==> src/rtl/fb_ctrl_pkg.sv <==
// Shared types and constants for the 320x240 frame buffer write-side control.
package fb_ctrl_pkg;

    typedef enum logic [1:0] {
        ST_IDLE   = 2'd0,
        ST_CAMERA = 2'd1,
        ST_FILL   = 2'd2
    } fb_state_t;

    localparam int C_FB_PIXELS    = 76800;
    localparam int C_FB_LAST_ADDR = 76799;
    localparam int C_FB_ADDR_W    = 17;

endpackage

==> src/rtl/fb_addr_counter.sv <==
// Sequential frame buffer address generator shared by camera and fill writes.
module fb_addr_counter
    import fb_ctrl_pkg::*;
#(
    parameter int P_LAST = C_FB_LAST_ADDR
) (
    input  logic                   clk,
    input  logic                   reset,
    input  logic                   clear,
    input  logic                   load_one,
    input  logic                   incr,
    output logic [C_FB_ADDR_W-1:0] count,
    output logic                   at_last
);

    localparam logic [C_FB_ADDR_W-1:0] LAST_VAL = C_FB_ADDR_W'(P_LAST);

    // Clear wins over load-to-1, which wins over increment.
    always_ff @(posedge clk) begin
        if (reset || clear) begin
            count <= '0;
        end else if (load_one) begin
            count <= C_FB_ADDR_W'(1);
        end else if (incr) begin
            count <= count + 1'b1;
        end
    end

    assign at_last = (count == LAST_VAL);

endmodule

==> src/rtl/fb_write_arbiter_320x240.sv <==
// Shares the frame buffer RAM write port between the camera stream and the fill engine.
module fb_write_arbiter_320x240
    import fb_ctrl_pkg::*;
#(
    parameter int P_WIDTH  = 320,
    parameter int P_HEIGHT = 240,
    parameter int P_PIXELS = P_WIDTH * P_HEIGHT
) (
    input  logic        piul1Clock,
    input  logic        piul1Reset,
    input  logic        piul1PixValid,
    output logic        poul1PixReady,
    input  logic        piul1PixSof,
    input  logic [23:0] piul24PixData,
    input  logic        piul1FillReq,
    input  logic [23:0] piul24FillColour,
    output logic        poul1FillBusy,
    output logic        poul1FillDone,
    output logic        poul1WriteEnable,
    output logic [16:0] poul17WriteAddress,
    output logic [23:0] poul24WriteData,
    output logic        poul1FrameDone,
    output logic        poul1SyncError,
    output logic [15:0] poul16FrameCount
);

    fb_state_t state, state_next;
    logic        pending;
    logic        reset_q;
    logic [23:0] fill_colour;
    logic [16:0] addr;
    logic        addr_last;
    logic        pix_accept;
    logic        fill_take;

    logic        cnt_clear, cnt_load_one, cnt_incr, pend_clear;
    logic        wr_en_next, frame_done_next, fill_done_next, sync_err_next;
    logic [16:0] wr_addr_next;
    logic [23:0] wr_data_next;

    fb_addr_counter #(
        .P_LAST(P_PIXELS - 1)
    ) u_addr_counter (
        .clk     (piul1Clock),
        .reset   (piul1Reset),
        .clear   (cnt_clear),
        .load_one(cnt_load_one),
        .incr    (cnt_incr),
        .count   (addr),
        .at_last (addr_last)
    );

    // Ready is held low in the cycle right after a sampled reset so every output reads 0 there.
    assign poul1PixReady = !reset_q && (((state == ST_IDLE) && !pending) || (state == ST_CAMERA));
    assign poul1FillBusy = pending || (state == ST_FILL);
    assign pix_accept    = piul1PixValid && poul1PixReady;
    assign fill_take     = piul1FillReq && !poul1FillBusy;

    // State register.
    always_ff @(posedge piul1Clock) begin
        if (piul1Reset) begin
            state <= ST_IDLE;
        end else begin
            state <= state_next;
        end
    end

    // Next-state decision: a pending fill always beats a new camera frame once in IDLE.
    always_comb begin
        state_next = state;
        case (state)
            ST_IDLE: begin
                if (pending) begin
                    state_next = ST_FILL;
                end else if (pix_accept && piul1PixSof) begin
                    state_next = ST_CAMERA;
                end
            end
            ST_CAMERA: begin
                if (pix_accept && !(piul1PixSof && (addr != '0)) && addr_last) begin
                    state_next = ST_IDLE;
                end
            end
            ST_FILL: begin
                if (addr_last) begin
                    state_next = ST_IDLE;
                end
            end
            default: state_next = ST_IDLE;
        endcase
    end

    // Per-state write request, counter control and status pulses for the output registers.
    always_comb begin
        cnt_clear       = 1'b0;
        cnt_load_one    = 1'b0;
        cnt_incr        = 1'b0;
        pend_clear      = 1'b0;
        wr_en_next      = 1'b0;
        wr_addr_next    = '0;
        wr_data_next    = '0;
        frame_done_next = 1'b0;
        fill_done_next  = 1'b0;
        sync_err_next   = 1'b0;
        case (state)
            ST_IDLE: begin
                if (pending) begin
                    cnt_clear  = 1'b1;
                    pend_clear = 1'b1;
                end else if (pix_accept && piul1PixSof) begin
                    wr_en_next   = 1'b1;
                    wr_data_next = piul24PixData;
                    cnt_load_one = 1'b1;
                end
            end
            ST_CAMERA: begin
                if (pix_accept) begin
                    wr_en_next   = 1'b1;
                    wr_data_next = piul24PixData;
                    if (piul1PixSof && (addr != '0)) begin
                        cnt_load_one  = 1'b1;
                        sync_err_next = 1'b1;
                    end else begin
                        wr_addr_next = addr;
                        if (addr_last) begin
                            frame_done_next = 1'b1;
                            cnt_clear       = 1'b1;
                        end else begin
                            cnt_incr = 1'b1;
                        end
                    end
                end
            end
            ST_FILL: begin
                wr_en_next   = 1'b1;
                wr_addr_next = addr;
                wr_data_next = fill_colour;
                if (addr_last) begin
                    fill_done_next = 1'b1;
                    cnt_clear      = 1'b1;
                end else begin
                    cnt_incr = 1'b1;
                end
            end
            default: begin
                cnt_clear = 1'b1;
            end
        endcase
    end

    // Fill request capture: only taken while no fill is pending or running.
    always_ff @(posedge piul1Clock) begin
        if (piul1Reset) begin
            pending     <= 1'b0;
            fill_colour <= '0;
        end else if (fill_take) begin
            pending     <= 1'b1;
            fill_colour <= piul24FillColour;
        end else if (pend_clear) begin
            pending <= 1'b0;
        end
    end

    // Registered RAM port, completion pulses and frame counter.
    always_ff @(posedge piul1Clock) begin
        if (piul1Reset) begin
            reset_q            <= 1'b1;
            poul1WriteEnable   <= 1'b0;
            poul17WriteAddress <= '0;
            poul24WriteData    <= '0;
            poul1FrameDone     <= 1'b0;
            poul1FillDone      <= 1'b0;
            poul1SyncError     <= 1'b0;
            poul16FrameCount   <= '0;
        end else begin
            reset_q            <= 1'b0;
            poul1WriteEnable   <= wr_en_next;
            poul17WriteAddress <= wr_addr_next;
            poul24WriteData    <= wr_data_next;
            poul1FrameDone     <= frame_done_next;
            poul1FillDone      <= fill_done_next;
            poul1SyncError     <= sync_err_next;
            if (frame_done_next) begin
                poul16FrameCount <= poul16FrameCount + 1'b1;
            end
        end
    end

endmodule

==> config.mk <==
export PLATFORM = sky130hd
export DESIGN_NAME = fb_write_arbiter_320x240
export DESIGN_NICKNAME = d
export VERILOG_FILES = /design/src/rtl/fb_ctrl_pkg.sv /design/src/rtl/fb_addr_counter.sv /design/src/rtl/fb_write_arbiter_320x240.sv
export SDC_FILE = /design/constraint.sdc
export NUM_CORES = 1
export LEC_CHECK = 0
export CAP_MARGIN = 20
export CORE_AREA = 10 10 120 95
export CTS_BUF_LIST = sky130_fd_sc_hd__clkbuf_16
export CTS_CLUSTER_SIZE = 16
export DETAILED_ROUTE_END_ITERATION = 10
export DIE_AREA = 0 0 130 105
export HOLD_SLACK_MARGIN = 0.02
export PLACE_DENSITY = 0.79
export SETUP_SLACK_MARGIN = 0.5
export SLEW_MARGIN = 5
export SYNTH_ARGS = -nofsm -noshare
export SYNTH_HDL_FRONTEND = slang
export SYNTH_HIERARCHICAL = 1
export SYNTH_SLANG_ARGS = --single-unit
==> constraint.sdc <==
create_clock -name piul1Clock -period 3.9 [get_ports piul1Clock]
set_input_delay 0.78 -clock piul1Clock [delete_from_list [all_inputs] [get_ports piul1Clock]]
set_output_delay 0.78 -clock piul1Clock [all_outputs]
set_load 0.01 [all_outputs]
==> metrics.md <==
| Metric | Value |
|---|---|
| Final HPWL DP | `8150 um` |
| Wirelength, routed | `11300 um` |
| Final Slew Violations | `0` |
| CTS Buffer Depth | `2` |
| Postcts setup bufs | `0` |
| Clock skew | `0.00748 ns` |
| Synthesized Nets | `533` |
| Placeable Area | `8930 um^2` |
| Switching portion of total power | `24.5%` |
| Vias in the first global route | `3599` |
| First-pass GRT wire length | `18500 um` |
| Status | `finished, final reports clean` |
| Dominant cell type by area after synthesis | `dfxtp_1` |
| Clk network pwr share | `37.7%` |
| Boundary Pins | `116` |
| Area of the multi-input gates | `1980 um^2` |
| CTS tree | `done` |
| Post-Synthesis Cell Area | `4260 um^2` |
| Post-synth EDFFs | `0` |
| Leak | `2.13 nW` |
| Hold-fix buffers, CTS | `0` |
| Wire per inst | `16.2 um` |
| Area Growth Syn to Fin | `34.6%` |
| Crit Path Category | `reg -> reg` |
| Switching pwr | `566 uW` |
| Setup TNS | `0 ns` |
| Gates resized, CTS repair | `0` |
| Worst-Skew Late Latency | `0.34 ns` |
| Critical path launch point | `u_addr_counter/count[0]` |
| Die height | `105 um` |
| Inserted Clock Buffers | `9` |
| Hold crit path type | `reg -> reg` |
| Initial DRC Count | `294` |
| Layout cells sized above 1 | `6.35%` |
| Highest-count cells in the layout ignoring fill and taps | `clkdlybuf4s50_1 (114), dfxtp_1 (106), nand2_1 (69)` |
| Hold Vio Cnt, Final | `0` |
| Internal | `1.75 mW` |
| Pre-CTS WS | `0.794 ns` |
| Final design utilization | `64.2%` |
| Post-Syn Instances | `474` |
| Min setup slack post-route | `0.951 ns` |
| Initial antenna violation count | `0` |
| F_max | `0.339 GHz` |
| Root cell of the clock tree | `clkbuf_16` |
| Mean post-synth cell area | `8.99 um^2` |
| Critical Path Source Type | `flip-flop` |
| Sequential area share after synthesis | `49.8%` |
| Most common cell after layout, fill and taps aside | `clkdlybuf4s50_1` |
| DR DRC count | `0` |
| Post-synth cell types | `50` |
| Max Cap Viol | `0` |
| Final setup violation count | `0` |
| Worst VDD drop | `0.292 mV` |
| RSZ-0062 raised after global routing | `no` |
| Top post-synthesis cells by area | `dfxtp_1 (50%), nand2_1 (6.1%), a21oi_1 (5.0%)` |
| Grt ovf | `0` |
| Yosys warns | `6` |
| Register area | `2120 um^2` |
| Vias | `3683` |
| Sequential Power Share | `49.6%` |
| H-Tree Depth | `3` |
| Worst Setup End Kind | `flip-flop` |
| Worst-path clk slew | `0.07 ns` |
| Number of synthesized register bits | `106` |
| Top_reg_cell synth | `dfxtp_1` |
| Comb power frac | `12.6%` |
| Die width | `130 um` |
| Worst-path fanout max | `13` |
| Diodes inserted | `0` |
| Worst Tran Pin Value | `1.01 ns` |
| GRT Util Overall | `16.5%` |
| Port Buffers | `115` |
| Filler instances | `769` |
| Hold Crit Start | `fill_colour[2]` |
| Die ar. | `13700 um^2` |
| Vias/cell | `5.30` |
| RD Place Congestion | `0.869` |
| Tcrit/Tclk final | `75.6%` |
| Detailed Routing Iterations Pass 1 | `5` |
| Clock Sinks | `106` |
| Row count | `30` |
| Fin nets | `637` |
| Pwr/cell area | `403 nW/um^2` |
| Antenna-violating nets left | `0` |
| FF-to-FF Start | `u_addr_counter/count[0]` |
| Critical Path RT | `4.16 ns` |
| Initial core utilization | `47.7%` |
| Yosys top cell area share | `49.8%` |
| Final worst path period need | `2.95 ns` |
| Largest net degree at the start of global routing | `56` |
| Max-slew headroom | `32.8%` |
| Worst path arrival time | `3.21 ns` |
| Post-synth ARST share | `0%` |
[sequential cells by signal (all words and copies together) (netlist names), 2 cells and up]
signal,cells
poul16FrameCount,16
fill_colour,24
poul17WriteAddress,17
state,2
u_addr_counter/count,17
poul24WriteData,24
[per-layer routing]
layer	share of wire, %	track usage (%)	vias to the layer above	routed length, um
li1	-	-	1847	-
met1	44	20.7	1713	5000
met2	46	25.7	119	5220
met3	8.5	5.96	4	956
met4	0.83	5.21	0	93
met5	0	0	-	0
[layout make-up]
cell class                      instances  share of cell area (%)
Clock buffer                            9                    3.93
Clock inverter                          7                    1.09
Inverter                               11                   0.720
Multi-Input combinational cell        332                    34.5
Sequential cell                       106                    37.0
Tap cell                              112                    2.44
Timing Repair Buffer                  118                    20.4
[logic make-up (layout without fill, tap and decap cells)]
kind of cell    after synthesis  after routing  share of synthesized area [%]
simple gates                214            214                           27.2
flops                       106            106                           49.8
compound gates               98             98                           14.5
xor+xnor                     13             13                           2.67
fa+ha+maj                     6              6                           1.76
mux                           1              1                          0.235
buf+inv                      36            145                           3.82
[per-stage QoR]
| stage | instances | total power, mW | area (um^2) | hold slack, ns |
|---|---|---|---|---|
| floorplan | 474 | 1.33 | 4260 | 0.436 |
| global placement | 679 | 1.46 | 5450 | 0.442 |
| detailed placement | 679 | 1.46 | 5450 | 0.447 |
| CTS | 695 | 2.33 | 5740 | 0.456 |
| global route | 695 | 2.41 | 5740 | 0.482 |
| finish | 695 | 2.31 | 5740 | 0.458 |
[worst max-delay path, cell delays in order (launching register included)]
cell and delay (ns):
dfxtp_1 0.47, ha_1 0.27, nand4_1 0.25, nor4_1 0.36, buf_4 0.21, nand4b_4 0.18
nor2_1 0.14, a31oi_1 0.32, or4_1 0.52, a21oi_1 0.14
[synth_stat cells (2+ instances only)]
cell and number:
or3_1 14, a22oi_1 24, nand4_1 10, or4_1 2, a21oi_1 43, buf_4 3
buf_6 2, and4_1 2, nor2_1 49, nor3_1 9, nor4_4 5, inv_1 11
and3_1 3, nor4_1 4, dfxtp_1 106, nand4b_1 2, a31oi_1 3, and2_1 18
xnor2_1 7, ha_1 6, nand3_1 10, o21ai_0 16, xor2_1 6, nand3b_1 3
clkbuf_1 18, or2_2 3, nand2_1 69, o31ai_1 2, nor2b_1 3
[path summary, 6_finish.rpt]
kind / to / slack [ns] / cells past startpoint
worst max-delay path: poul16FrameCount[13] / 0.95 / 9
worst max register to register: poul16FrameCount[13] / 0.95 / 9
worst min-delay path: fill_colour[2] / 0.46 / 2
worst min register to register: fill_colour[2] / 0.46 / 2
[power by group through the flow]
| stage | Sequential [mW] | Combinational, mW | Clock [mW] |
|---|---|---|---|
| finish | 1.15 | 0.291 | 0.872 |
| detailed placement | 1.17 | 0.289 | 0 |
| floorplan | 1.17 | 0.160 | 0 |
| global route | 1.15 | 0.325 | 0.929 |
| global placement | 1.17 | 0.287 | 0 |
| CTS | 1.15 | 0.291 | 0.894 |
Power figures use the tool's default switching activity.
